==> src/rtl/dmem_arb_pkg.sv <==
// Shared types and sizes for the data-memory arbiter.
package dmem_arb_pkg;

  localparam int ADDR_W    = 10;
  localparam int DATA_W    = 32;
  localparam int NUM_PORTS = 2;

  typedef enum logic [1:0] {
    IDLE   = 2'd0,
    ACCESS = 2'd1,
    RESP   = 2'd2
  } state_t;

  // Everything about an accepted request that the ACCESS cycle needs.
  typedef struct packed {
    logic              we;
    logic [ADDR_W-1:0] addr;
    logic [DATA_W-1:0] wdata;
  } req_t;

endpackage

==> src/rtl/dmem_arb_sel.sv <==
// Winner selection between the two requesters.
// Build option: DMEM_ARB_RR_EN selects round-robin on ties; otherwise
// port 0 has fixed priority and the last-winner input is ignored.
module dmem_arb_sel
  import dmem_arb_pkg::*;
(
  input  logic [NUM_PORTS-1:0] req_i,
  input  logic                 last_i,
  output logic                 any_o,
  output logic                 win_o
);

  // A single requester always wins; only the tie depends on the policy.
  always_comb begin
    any_o = |req_i;
    win_o = 1'b0;
    if (req_i == 2'b10) begin
      win_o = 1'b1;
    end else if (req_i == 2'b11) begin
`ifdef DMEM_ARB_RR_EN
      win_o = ~last_i;
`else
      win_o = 1'b0;
`endif
    end
  end

`ifndef DMEM_ARB_RR_EN
  logic unused_last;
  assign unused_last = last_i;
`endif

endmodule

==> src/rtl/dmem_arbiter.sv <==
// Two-port arbiter in front of the single-port 1024 x 32 data memory.
// Handshake: a port holds req_i (with we/addr/wdata stable) until its gnt_o
// bit pulses; gnt_o is combinational in IDLE/RESP, the memory is driven in
// the following ACCESS cycle, and resp_valid_o pulses one cycle after that.
// Build option: DMEM_ARB_RR_EN enables round-robin tie breaking.
module dmem_arbiter
  import dmem_arb_pkg::*;
(
  input  logic                             clk_i,
  input  logic                             rst_i,
  input  logic [NUM_PORTS-1:0]             req_i,
  input  logic [NUM_PORTS-1:0]             we_i,
  input  logic [NUM_PORTS-1:0][ADDR_W-1:0] addr_i,
  input  logic [NUM_PORTS-1:0][DATA_W-1:0] wdata_i,
  output logic [NUM_PORTS-1:0]             gnt_o,
  output logic [NUM_PORTS-1:0]             resp_valid_o,
  output logic [DATA_W-1:0]                resp_rdata_o,
  output logic [ADDR_W-1:0]                mem_addr_o,
  output logic [DATA_W-1:0]                mem_wdata_o,
  output logic                             mem_wren_o,
  input  logic [DATA_W-1:0]                mem_rdata_i,
  output state_t                           dbg_state_o
);

  state_t state_q, state_d;
  req_t   req_q;
  logic   win_q;
  logic   last_winner;
  logic   any_req, win, accept;

  dmem_arb_sel u_sel (
    .req_i  (req_i),
    .last_i (last_winner),
    .any_o  (any_req),
    .win_o  (win)
  );

`ifdef DMEM_ARB_RR_EN
  logic last_q;

  // Remember who won the latest grant; port 1 after reset so port 0 wins first.
  always_ff @(posedge clk_i) begin
    if (rst_i) begin
      last_q <= 1'b1;
    end else if (accept) begin
      last_q <= win;
    end
  end

  assign last_winner = last_q;
`else
  assign last_winner = 1'b1;
`endif

  // Memory address/data come straight from the request register, so they
  // hold their last value outside ACCESS.
  assign mem_addr_o  = req_q.addr;
  assign mem_wdata_o = req_q.wdata;
  assign dbg_state_o = state_q;

  // Next state, grant, response pulse and write enable.
  always_comb begin
    state_d      = state_q;
    accept       = 1'b0;
    gnt_o        = '0;
    resp_valid_o = '0;
    mem_wren_o   = 1'b0;
    case (state_q)
      IDLE, RESP: begin
        if (state_q == RESP) begin
          resp_valid_o[win_q] = 1'b1;
        end
        if (any_req && !rst_i) begin
          accept     = 1'b1;
          gnt_o[win] = 1'b1;
          state_d    = ACCESS;
        end else begin
          state_d = IDLE;
        end
      end
      ACCESS: begin
        // Reset in this cycle suppresses the write.
        mem_wren_o = req_q.we & ~rst_i;
        state_d    = RESP;
      end
      default: state_d = IDLE;
    endcase
  end

  // State, accepted request and captured read data.
  always_ff @(posedge clk_i) begin
    if (rst_i) begin
      state_q      <= IDLE;
      req_q        <= '0;
      win_q        <= 1'b0;
      resp_rdata_o <= '0;
    end else begin
      state_q <= state_d;
      if (accept) begin
        req_q.we    <= we_i[win];
        req_q.addr  <= addr_i[win];
        req_q.wdata <= wdata_i[win];
        win_q       <= win;
      end
      if (state_q == ACCESS) begin
        resp_rdata_o <= req_q.we ? '0 : mem_rdata_i;
      end
    end
  end

endmodule

==> config.mk <==
export PLATFORM = sky130hd
export DESIGN_NAME = dmem_arbiter
export DESIGN_NICKNAME = d
export VERILOG_FILES = /design/src/rtl/dmem_arb_pkg.sv /design/src/rtl/dmem_arb_sel.sv /design/src/rtl/dmem_arbiter.sv
export SDC_FILE = /design/constraint.sdc
export NUM_CORES = 1
export LEC_CHECK = 0
export ABC_AREA = 1
export CORE_ASPECT_RATIO = 0.9
export CORE_UTILIZATION = 43
export DETAILED_ROUTE_END_ITERATION = 10
export HOLD_SLACK_MARGIN = 0.15
export PLACE_DENSITY = 0.83
export SYNTH_ARGS = -nofsm -noshare
export SYNTH_HDL_FRONTEND = slang
export SYNTH_HIERARCHICAL = 1
export SYNTH_SLANG_ARGS = --single-unit
==> constraint.sdc <==
create_clock -name clk_i -period 2.5 [get_ports clk_i]
set_input_delay 0.625 -clock clk_i [delete_from_list [all_inputs] [get_ports clk_i]]
set_output_delay 0.625 -clock clk_i [all_outputs]
set_load 0.05 [all_outputs]
==> flow_metrics.tcl, run 1 <==
set metrics [dict create \
    final_net_count 863 \
    final.period_utilization_pct 94.74 \
    syn-mean-instance-area_sq_um 6.388 \
    grt.total_usage_pct 23.24 \
    post_route_cells_drive_above_1_share_pct 4.692 \
    hold_path.class "reg2reg" \
    layout_common_cells "nand2_1 (284), clkdlybuf4s50_1 (199), dfxtp_1 (78)" \
    crit_path_frequent_cell "inv_1" \
    first_global_vias 3877 \
    power.leakage_nw 2.846 \
    cts_inserted_buffers 9 \
    start_util_pct 44.36 \
    dr.pass1.iters 4 \
    crit_fanout 3 \
    irDropWorstVdd_mv 0.2495 \
    power_per_cell_area_nw_per_um2 550.8 \
    drcViolationCount 0 \
    drt-wirelength-per-cell_um 12.30 \
    critPathLaunchType "input pin" \
    fillCellCount 761 \
    tritoncts "built" \
    yosys_warnings 6 \
    result_of_the_run "complete, no violations" \
    r2r_cells 6 \
    postPlaceCellArea_sq_um 5603 \
    grt_setup_unrepaired "false" \
    grt_pass1_wl_mm 17.22 \
    path_clk_slew_ns 0.08 \
    max-slew-margin-rel_pct 47.88 \
    worst_setup_path_endpoint "gnt_o[0]" \
    insertion_delay_ns 0.34 \
    r2r_slack_ns 1.08 \
    rr_startpoint "dbg_state_o[0]$_SDFF_PP0_" \
    ioPinCount 203 \
    post-place-ws_ns 0.04283 \
    globalplace.congestion 0.8160 \
    finalSetupTns_ns 0 \
    fin_skew_ns 0.008039 \
    count_of_clock_tree_sinks 78 \
    max_slew_violations 0 \
    cts_root_buffer "clkbuf_8" \
    number_of_input_and_output_port_buffers_inserted 202 \
    post-route-min-period_ns 2.369 \
    cell_with_the_largest_stage_delay_on_the_worst_path "clkdlybuf4s50_1" \
    worst-slew-pin-transition_ns 0.7818 \
    post_cts_hold_buffer_count 0 \
    critical_path.cell_chain "clkdlybuf4s50_1 > inv_1 > nand2_1 > nand2_2 > nor2_4 > inv_1 > nor2_2 > buf_12" \
    r2r-end "resp_rdata_o[19]$_SDFFE_PP0P_" \
    cap_violations 0 \
    layout.core_utilization_pct 67.36 \
    cp_data_arrival_time_ns 1.74 \
    cp_data_required_time_ns 1.88 \
    detailroute.via_count 3983 \
    post_route_met1_wirelength_mm 4.320 \
    cts_htree_levels 3 \
    fin_area_sq_um 5772 \
    maximum_operating_frequency_mhz 422.2 \
    totalWireLength_mm 10.64 \
    wl_met2_mm 5.170 \
    synth_area_sq_um 3801 \
    setup.worst_path.start "req_i[0]" \
    highest-signal-layer "met4" \
    placementRows 32 \
    most_common_cell_after_layout_fill_and_taps_aside "nand2_1" \
    overall_power_mw 3.179 \
    synth_fp_nets 717 \
    cts_buffer_depth 2 \
    worst_path_largest_cell_delay_ns 0.49 \
    antenna_cells_inserted 0 \
    route.antenna.remaining_nets 0 \
    die_y_um 91.20 \
    vias_per_cell 4.605 \
    global_route.overflow_total 0 \
    worst_slack_ns 0.1314 \
    criticalPathCategory "in2out" \
    design.core.area_sq_um 8568 \
    dp_hpwl_mm 7.705 \
    grt_max_degree 77 \
    area.growth.synth_to_final_pct 51.84 \
    end_kind "primary output" \
    post_synth_inst_count 595 \
    final_hold_viol_count 0 \
    antenna_found_initial 0 \
    die_width_um 101.1 \
    detailedRoute.firstIterationViolations 135 \
    setup_viol 0 \
    dieArea_sq_um 9220 \
    dr_wl_met3_um 928 \
]
==> power breakdown <==
part	internal (mW)	switching (mW)	total, mW
registers	1.33	0.0495	1.38
clock network	0.357	0.445	0.802
logic	0.401	0.593	0.995
total	2.09	1.09	3.18
==> stage by stage <==
stage                     hold slack, ns  instances
after floorplan                   0.4482        595
after global placement            0.4574        849
after detailed placement          0.4604        849
after CTS                         0.4727        865
after global routing              0.4893        865
final                             0.4702        865
==> final cells by class <==
cell class              count  area [sq um]  share of cell area (%)
clock buffers              10         127.6                   2.211
clock inverters             6         38.79                  0.6720
inverters                  40         150.1                   2.601
multi-input cells         400          1618                   28.03
flip-flops and latches     78          1562                   27.05
well taps                 119         148.9                   2.580
repair buffers            212          2127                   36.85
==> worst max-delay path, delay by kind of cell <==
kind / cells / cell delay [ns]
and+or+nand+nor: 4 / 0.37
buffers and inverters: 4 / 0.75
==> repair_timing <==
item / 4_1_cts / 5_1_grt
resized for setup: 0 / 1
setup buffers: 0 / 0
setup endpoints to repair: 0 / 1
==> per-layer routing <==
| layer | GRT usage [%] | vias to the layer above |
|---|---|---|
| met2 | 42.29 | 157 |
| met1 | 25.43 | 1759 |
| met4 | 8.937 | 0 |
| li1 | - | 2045 |
| met3 | 6.005 | 22 |
| met5 | 0 | - |
==> flip-flops by register name, indices dropped and copies added, names as in the netlist <==
name and flops:
req_q 1, dbg_state_o 2, mem_wdata_o 32, resp_rdata_o 32, win_q 1, mem_addr_o 10
==> worst min-delay path by stage <==
stage | from | endpoint | depth (start not counted)
after floorplan | mem_wdata_o[0]$_SDFFE_PP0P_ | mem_wdata_o[0]$_SDFFE_PP0P_ | 2
after global placement | mem_wdata_o[22]$_SDFFE_PP0P_ | mem_wdata_o[22]$_SDFFE_PP0P_ | 2
after detailed placement | resp_rdata_o[29]$_SDFFE_PP0P_ | resp_rdata_o[29]$_SDFFE_PP0P_ | 2
after CTS | mem_addr_o[3]$_SDFFE_PP0P_ | mem_addr_o[3]$_SDFFE_PP0P_ | 2
after global routing | resp_rdata_o[28]$_SDFFE_PP0P_ | resp_rdata_o[28]$_SDFFE_PP0P_ | 2
final | resp_rdata_o[10]$_SDFFE_PP0P_ | resp_rdata_o[10]$_SDFFE_PP0P_ | 2
No activity file was read; power rests on OpenSTA's default activity.
==> inputs of run 2 (changes only) <==
GPL_TIMING_DRIVEN = 1   (was unset)
==> results of run 2 <==
Final layout, timing and power as in run 1 (identical DEF).
==> inputs of run 3 (changes only) <==
MAX_ROUTING_LAYER = met4   (was unset)
PLACE_DENSITY = 0.87   (was 0.83)
SLEW_MARGIN = 40   (was unset)
==> run 3 against run 2 <==
Fmax increased by 0.54%. Worst setup slack improved by 0.013 ns. Combinational power about the same. Core utilization increased by 0.18 points. Final area increased by 0.26%. Sequential share of layout area decreased by 0.070 points. Critical path type unchanged. Critical endpoint is now gnt_o[1].
==> flow_metrics.tcl, run 3 (synthesis results as in run 1) <==
set metrics [dict create \
    tritoncts "built" \
    crit_fanout 3 \
    overall_power_mw 3.216 \
    finalSetupTns_ns 0 \
    critPathLaunchType "input pin" \
    path_clk_slew_ns 0.07 \
    seqPwrFrac_pct 42.9 \
    result_of_the_run "complete, no violations" \
    vias_per_cell 4.619 \
    post-route-min-period_ns 2.356 \
    grt_pass1_wl_mm 16.84 \
    drcViolationCount 0 \
    grt_setup_unrepaired "false" \
    post_cts_hold_buffer_count 0 \
    count_of_clock_tree_sinks 78 \
    cts_buffer_depth 2 \
    power.leakage_nw 2.848 \
    cts_root_buffer "clkbuf_8" \
    route.antenna.remaining_nets 0 \
    post_route_cells_drive_above_1_share_pct 4.435 \
    cap_violations 0 \
    multi_input_comb_area_sq_um 1623 \
    max_slew_violations 0 \
    dieArea_sq_um 9220 \
    die_width_um 101.1 \
    first_global_vias 3870 \
    hold_path.class "reg2reg" \
    fin_area_sq_um 5787 \
    final_net_count 861 \
    drt-wirelength-per-cell_um 12.16 \
    p_int_mw 2.121 \
    postPlaceCellArea_sq_um 5605 \
    grt.total_usage_pct 23.24 \
    grt_max_degree 77 \
    layout.area.seq_sq_um 1562 \
    most_common_cell_after_layout_fill_and_taps_aside "nand2_1" \
    worst_path_largest_cell_delay_ns 0.45 \
    fin_skew_ns 0.01852 \
    irDropWorstVdd_mv 0.3394 \
    cell_with_the_largest_stage_delay_on_the_worst_path "clkdlybuf4s50_1" \
    die_y_um 91.20 \
    design.core.area_sq_um 8568 \
    instances_no_fill 863 \
    placementRows 32 \
    switching_share_pct 34.06 \
    cp_data_arrival_time_ns 1.73 \
    max-slew-margin-rel_pct 47.50 \
    final_hold_viol_count 0 \
    area.growth.synth_to_final_pct 52.24 \
    p_clk_share_pct 26.1 \
    dr.pass1.iters 4 \
    global_route.overflow_total 0 \
    detailedRoute.firstIterationViolations 109 \
    antenna_found_initial 0 \
    dp.cells 847 \
    insertion_delay_ns 0.34 \
    maximum_operating_frequency_mhz 424.5 \
    detailroute.via_count 3986 \
    layout_common_cells "nand2_1 (284), clkdlybuf4s50_1 (198), dfxtp_1 (78)" \
    worst-slew-pin-transition_ns 0.7875 \
    start_util_pct 44.36 \
    power_per_cell_area_nw_per_um2 555.8 \
    final.period_utilization_pct 94.24 \
    number_of_input_and_output_port_buffers_inserted 202 \
    end_kind "primary output" \
    cts_htree_levels 3 \
    globalplace.congestion 0.8981 \
    critical_path.cell_chain "clkdlybuf4s50_1 > inv_1 > nand2_1 > nand2_2 > nor2_4 > nand2_1 > inv_1 > buf_12" \
    fillCellCount 713 \
    cts_inserted_buffers 9 \
    comb_power_share_pct 31.0 \
    dp_hpwl_mm 7.484 \
    cp_data_required_time_ns 1.88 \
    setup_viol 0 \
    ioPinCount 203 \
    switching_power_mw 1.095 \
    totalWireLength_mm 10.50 \
    antenna_cells_inserted 0 \
    criticalPathCategory "in2out" \
]
==> run 3: per-stage QoR <==
stage,util [%],setup slack (ns),hold slack (ns)
after floorplan,-,0.04903,0.4482
after global placement,65.42,0.04916,0.4579
after detailed placement,65.42,0.02095,0.4601
after CTS,67.48,0.01702,0.4728
after global routing,67.54,0.03447,0.4937
final,67.54,0.1440,0.4710
==> run 3: layout make-up <==
class	instances	share of cell area [%]
Clock buffer	11	2.443
Clock inverter	5	0.6054
Inverter	40	2.595
Multi-Input combinational cell	400	28.04
Sequential cell	78	26.98
Tap cell	119	2.573
Timing Repair Buffer	210	36.76
==> run 3: metal layers <==
metal	part of all wire, %	wire length [um]	GRT usage [%]
met5	0	0	-
met2	48	5064	41.55
met3	8.2	859	6.467
met1	42	4367	24.45
met4	2.0	205	7.488
==> run 3: repair_timing <==
item | CTS | global route
setup endpoints to repair | 0 | 2
buffers inserted | 0 | 0
endpoints found under the hold margin | 0 | 0
resized for setup | 0 | 2
==> run 3: critical path: cells and delay by family <==
family	cells	cell delay [ns]
and+or+nand+nor	4	0.33
buffers and inverters	4	0.77
==> run 3: final timing paths <==
check	from	slack [ns]	cells after the start	endpoint
setup / recovery	req_i[1]	0.14	8	gnt_o[1]
hold reg to reg	mem_wdata_o[3]$_SDFFE_PP0P_	0.47	2	mem_wdata_o[3]$_SDFFE_PP0P_
hold / removal	mem_wdata_o[3]$_SDFFE_PP0P_	0.47	2	mem_wdata_o[3]$_SDFFE_PP0P_
setup reg to reg	dbg_state_o[0]$_SDFF_PP0_	1.11	6	resp_rdata_o[7]$_SDFFE_PP0P_
==> run 3: power by group through the flow <==
| stage | sequential (mW) | clock [mW] | combinational, mW |
|---|---|---|---|
| final | 1.38 | 0.840 | 0.996 |
| after global routing | 1.39 | 0.925 | 1.06 |
| after CTS | 1.38 | 0.869 | 1.00 |
| after detailed placement | 1.41 | 0 | 0.998 |
| after global placement | 1.41 | 0 | 0.983 |
| after floorplan | 1.51 | 0 | 0.529 |
